===== config.mk =====
export PLATFORM = sky130hd
export DESIGN_NAME = channel_accum_sched
export DESIGN_NICKNAME = d
export VERILOG_FILES = /design/src/rtl/channel_accum_sched.sv
export SDC_FILE = /design/constraint.sdc
export NUM_CORES = 1
export LEC_CHECK = 0
export BUFFER_PORTS_ARGS = -buffer_cell sky130_fd_sc_hd__buf_2
export CAP_MARGIN = 0
export CORE_AREA = 2 2 113 115
export CTS_BUF_LIST = sky130_fd_sc_hd__clkbuf_4
export DETAILED_ROUTE_END_ITERATION = 6
export DIE_AREA = 0 0 115 117
export PLACE_DENSITY = 0.68
export SETUP_SLACK_MARGIN = 0.15
export SLEW_MARGIN = 20
export SYNTH_ARGS = -nofsm -noshare
export SYNTH_HDL_FRONTEND = slang
export SYNTH_SLANG_ARGS = --single-unit

===== constraint.sdc =====
create_clock -name clk -period 2.44 [get_ports clk]
set_clock_uncertainty 0.05 [all_clocks]
set_input_delay 0.244 -clock clk [delete_from_list [all_inputs] [get_ports clk]]
set_output_delay 0.244 -clock clk [all_outputs]
set_load 0.005 [all_outputs]

===== src/rtl/channel_accum_sched.sv =====
// Time-shares one external 16-input adder tree across input-channel groups,
// accumulating cfg_groups tree results into a single output-pixel sum.
module channel_accum_sched #(
  parameter int BIT_WIDTH = 8,
  parameter int OUT_WIDTH = 8,
  parameter int ACC_WIDTH = 16,
  parameter int GRP_W     = 6
) (
  input  logic                   clk,
  input  logic                   reset,
  input  logic [GRP_W-1:0]       cfg_groups,
  input  logic                   in_valid,
  output logic                   in_ready,
  input  logic [16*BIT_WIDTH-1:0] in_data,
  output logic [16*BIT_WIDTH-1:0] tree_in,
  input  logic [OUT_WIDTH-1:0]   tree_sum,
  output logic                   out_valid,
  input  logic                   out_ready,
  output logic [ACC_WIDTH-1:0]   out_data,
  output logic                   busy,
  output logic [1:0]             dbg_state
);

  // Handshakes: a beat moves when in_valid && in_ready on a rising edge; a
  // result moves when out_valid && out_ready. Neither side may withdraw valid.
  typedef enum logic [1:0] {IDLE = 2'd0, ACCUM = 2'd1, DONE = 2'd2} state_t;

  state_t               state, state_next;
  logic [ACC_WIDTH-1:0] acc;
  logic [GRP_W-1:0]     grp_cnt;
  logic [GRP_W-1:0]     grp_tgt;
  logic [ACC_WIDTH-1:0] tree_ext;
  logic [ACC_WIDTH-1:0] acc_sum;
  logic [GRP_W-1:0]     eff_tgt;
  logic                 in_fire;
  logic                 out_fire;
  logic                 last_beat;

  assign tree_in   = in_data;
  assign tree_ext  = ACC_WIDTH'($signed(tree_sum));
  assign acc_sum   = acc + tree_ext;
  assign eff_tgt   = (cfg_groups == '0) ? GRP_W'(1) : cfg_groups;

  assign in_ready  = (state != DONE);
  assign busy      = (state != IDLE);
  assign out_valid = (state == DONE);
  assign dbg_state = state;

  assign in_fire   = in_valid && in_ready;
  assign out_fire  = out_valid && out_ready;
  // grp_cnt counts accepted beats, so the beat now arriving is number grp_cnt+1.
  assign last_beat = (GRP_W'(grp_cnt + GRP_W'(1)) == grp_tgt);

  always_comb begin
    state_next = state;
    case (state)
      IDLE:    if (in_fire) state_next = (eff_tgt == GRP_W'(1)) ? DONE : ACCUM;
      ACCUM:   if (in_fire && last_beat) state_next = DONE;
      DONE:    if (out_fire) state_next = IDLE;
      default: state_next = IDLE;
    endcase
  end

  always_ff @(posedge clk) begin
    if (reset) begin
      state    <= IDLE;
      acc      <= '0;
      grp_cnt  <= '0;
      grp_tgt  <= GRP_W'(1);
      out_data <= '0;
    end else begin
      state <= state_next;
      case (state)
        IDLE: begin
          if (in_fire) begin
            grp_tgt <= eff_tgt;
            acc     <= tree_ext;
            grp_cnt <= GRP_W'(1);
            if (eff_tgt == GRP_W'(1)) out_data <= tree_ext;
          end
        end
        ACCUM: begin
          if (in_fire) begin
            acc     <= acc_sum;
            grp_cnt <= GRP_W'(grp_cnt + GRP_W'(1));
            if (last_beat) out_data <= acc_sum;
          end
        end
        DONE: begin
          // out_data is left holding the last result; only acc/count are cleared.
          if (out_fire) begin
            acc     <= '0;
            grp_cnt <= '0;
          end
        end
        default: ;
      endcase
    end
  end

endmodule


==> impl_results.md <==
* CTS max path bufs at 2
* Final setup viols at 0
* Wire per inst at 17.9 µm
* GRT Overall Usage at 0.147
* Critical R2R Capture: out_data[10]
* CORE AREA at around 12000 µm²
* Nets@finish at 579
* Number of synthesized register bits at 46
* CTS tree: yes
* I/O pin count at 295
* Initial antenna violation count at 0
* Hold path depth at 3
* P&R area growth vs syn at -8.06%
* Power per cell area at 1210 nW/µm²
* Final period util at 0.925
* Largest net degree at the start of global routing at 34
* Starting DRT DRC Count at 265
* Worst path max stage delay at 0.36 ns
* Crit-path max FO at 3
* RSZ-0062 raised after global routing: true
* Fmax at 443 MHz
* Critical path class: reg2reg
* Worst-margin pin slew at 0.761 ns
* Netlist cell types at 59
* Clock slew at reported path FFs at around 0.15 ns
* Root buf cell: clkbuf_4
* Worst-skew pair later-pin latency at 0.38 ns
* Maxcap violations at 0
* CP Cell Sequence: ha_4, fa_2, a21o_1, a221oi_4, o21a_1, buf_6, xnor2_2, nand2_1, a211oi_2
* Worst reg2reg setup slack at around 0.18 ns
* GPL Wtd Cong at 0.986
* Vias in the first global route at 3038
* Overflow left after global routing at 0
* PortBufs at 38
* Cell area after synthesis at 4070 µm²
* Number of cell rows at 41
* R2r worst-path depth at 9
* Worst setup margin at ~0.18 ns
* CP startpoint kind: flop
* Max Slew Vio Count at 0
* Async SR Flop Fraction at 0
* Die area at 13500 µm²
* Pleak at 1.52 nW
* Initial Utilization at 0.330
* RR Startpoint: acc[0]
* Fin cells at approximately 560
* Dpl cells at 550
* Status: complete, no violations
* Ys flop type: dfxtp_1
* Final hold violations at 0
* Die width at 115 µm
* Count of flip-flops with a built-in enable after synthesis at 0
* Type of the worst min-delay path: in2reg
* Via count at 3169
* DR DRC count at 0
* CP Capture Type: flop
* Worst EP required at ~2.7 ns
* CTS Sinks at 46
* Register area share after synthesis at 0.227
* Final min period at 2.26 ns
* Pre-CTS WS at -0.0169 ns
* Syn Area/Cell at 8.26 µm²
* Antenna viol nets, final at 0
* Mapped Cells at between 400 and 500
* Relative slew slack at 0.493
* Htree depth at 2
* Data arrival, critical path at 2.50 ns
* Vias/cell at 5.63
* Ys Warns at 0
* Min-Delay Endpoint: grp_tgt[5]
* Mapped Nets at 659
* DP Wirelength at ~7400 µm
* Routed WL at ~10000 µm
* Hold Path Origin: cfg_groups[5]
* Util after Layout at 0.304
* Drt pass-1 iters at 5
* CP max stage cell: dfxtp_2
* Global-route wire length before repair at 15700 µm
* Clock buffer count from CTS at 5
* Ant. Diodes at 0
* Layout cells sized above 1 at 0.281
* Die Ht at 117 µm
* Max VDD drop at 0.403 mV
==> through the flow <==
step	area, µm²	hold slack (ns)	TNS, ns	total power, W
floorplan	4070	0.341	0	0.00320
global placement	3500	0.416	0	0.00372
detailed placement	3500	0.423	-0.0333	0.00378
CTS	3620	0.0856	0	0.00436
global route	3740	0.0764	0	0.00487
finish	3740	0.0925	0	0.00451
==> placed cells by master, fill, tap and decap left out, types with 2 or more instances in the layout <==
cell / n
nor2_1: 16
a31oi_1: 4
dfxtp_1: 43
dfxtp_2: 3
ha_1: 17
and3_1: 4
nand2_1: 33
o211ai_1: 3
xor2_1: 8
buf_4: 20
ha_2: 2
o221a_2: 9
nor2b_1: 10
a21oi_1: 46
nor3_1: 8
nand3_1: 12
nor2_4: 2
clkbuf_4: 7
a211oi_1: 3
a21o_1: 5
a21oi_2: 5
and4_1: 2
nand3b_1: 3
o221ai_1: 2
o211a_1: 3
mux2i_1: 8
a211oi_2: 7
inv_1: 8
nand4_1: 4
o21ai_0: 17
o21a_1: 4
xnor2_1: 12
or3_1: 4
a311oi_1: 5
buf_2: 38
nand2b_1: 3
==> cells by family after synthesis <==
family | after synthesis | share of synthesized area
buf+inv | 155 | 0.270
compound gates | 131 | 0.227
xor+xnor | 21 | 0.0452
simple gates | 109 | 0.142
flops | 46 | 0.227
mux | 9 | 0.0234
fa+ha+maj | 21 | 0.0665
==> cells in the mapped netlist (8+ instances only) <==
master      n  area (µm²)
dfxtp_1    46         921
nor2b_1    10        62.6
mux2i_1     8        80.1
clkbuf_1   12        45.0
nor3_1      8        40.0
xnor2_1    13         114
o21ai_0    18        90.1
buf_4     128         961
nand3_1    12        60.1
a21oi_1    50         250
nand2_1    33         124
o221a_2     9         101
inv_1       8        30.0
ha_1       20         250
xor2_1      8        70.1
nor2_1     17        63.8
==> flip-flops by register name, summed over array words and instances (netlist names) <==
signal	flops
grp_tgt	6
grp_cnt	6
out_data	16
dbg_state	2
acc	16
==> routing by layer <==
layer,GRT usage,vias up,share of wire
met5,0,-,0
met4,0.0900,0,0.046
met3,0.0391,73,0.079
met2,0.243,146,0.48
met1,0.172,1493,0.39
li1,-,1457,-
==> worst max path at each step <==
| stage | from | to |
|---|---|---|
| after global placement | tree_sum[0] | out_data[14] |
| after CTS | acc[0] | out_data[14] |
| after detailed placement | tree_sum[0] | out_data[14] |
| after global routing | acc[0] | out_data[10] |
| after floorplan | acc[0] | acc[14] |
| final | acc[0] | out_data[10] |
==> critical path: cells and delay by family (launching register included) <==
family	cells	cell delay [ns]
AND/OR/NAND/NOR	1	0.09
flip-flops	1	0.36
buffers and inverters	1	0.12
adder cells (fa/ha/maj)	2	0.51
AO/OA/AOI/OAI	4	0.94
XOR/XNOR	1	0.10
==> final cells by class <==
| class | instances | area (µm²) |
|---|---|---|
| tap | 150 | 188 |
| multi-input combinational | 291 | 2140 |
| inverter | 8 | 30.0 |
| clock inverter | 1 | 30.0 |
| timing repair buffer | 60 | 372 |
| fill | 1286 | 8570 |
| sequential | 46 | 925 |
| clock buffer | 7 | 52.6 |
==> repair_timing <==
action                                  CTS  global route
endpoints found under the setup margin    9            28
buffers inserted                          1             4
hold buffers                              0             0
resized for setup                         5            19
pin swaps                                 3             8
hold endpoints to repair                  0             0
==> power breakdown <==
group	switching, W	internal [W]	total (W)
combinational	0.00170	0.00120	0.00290
sequential	0.000157	0.000966	0.00112
clock	0.000255	0.000240	0.000495
total	0.00211	0.00240	0.00451
No activity file was read; power rests on OpenSTA's default activity.
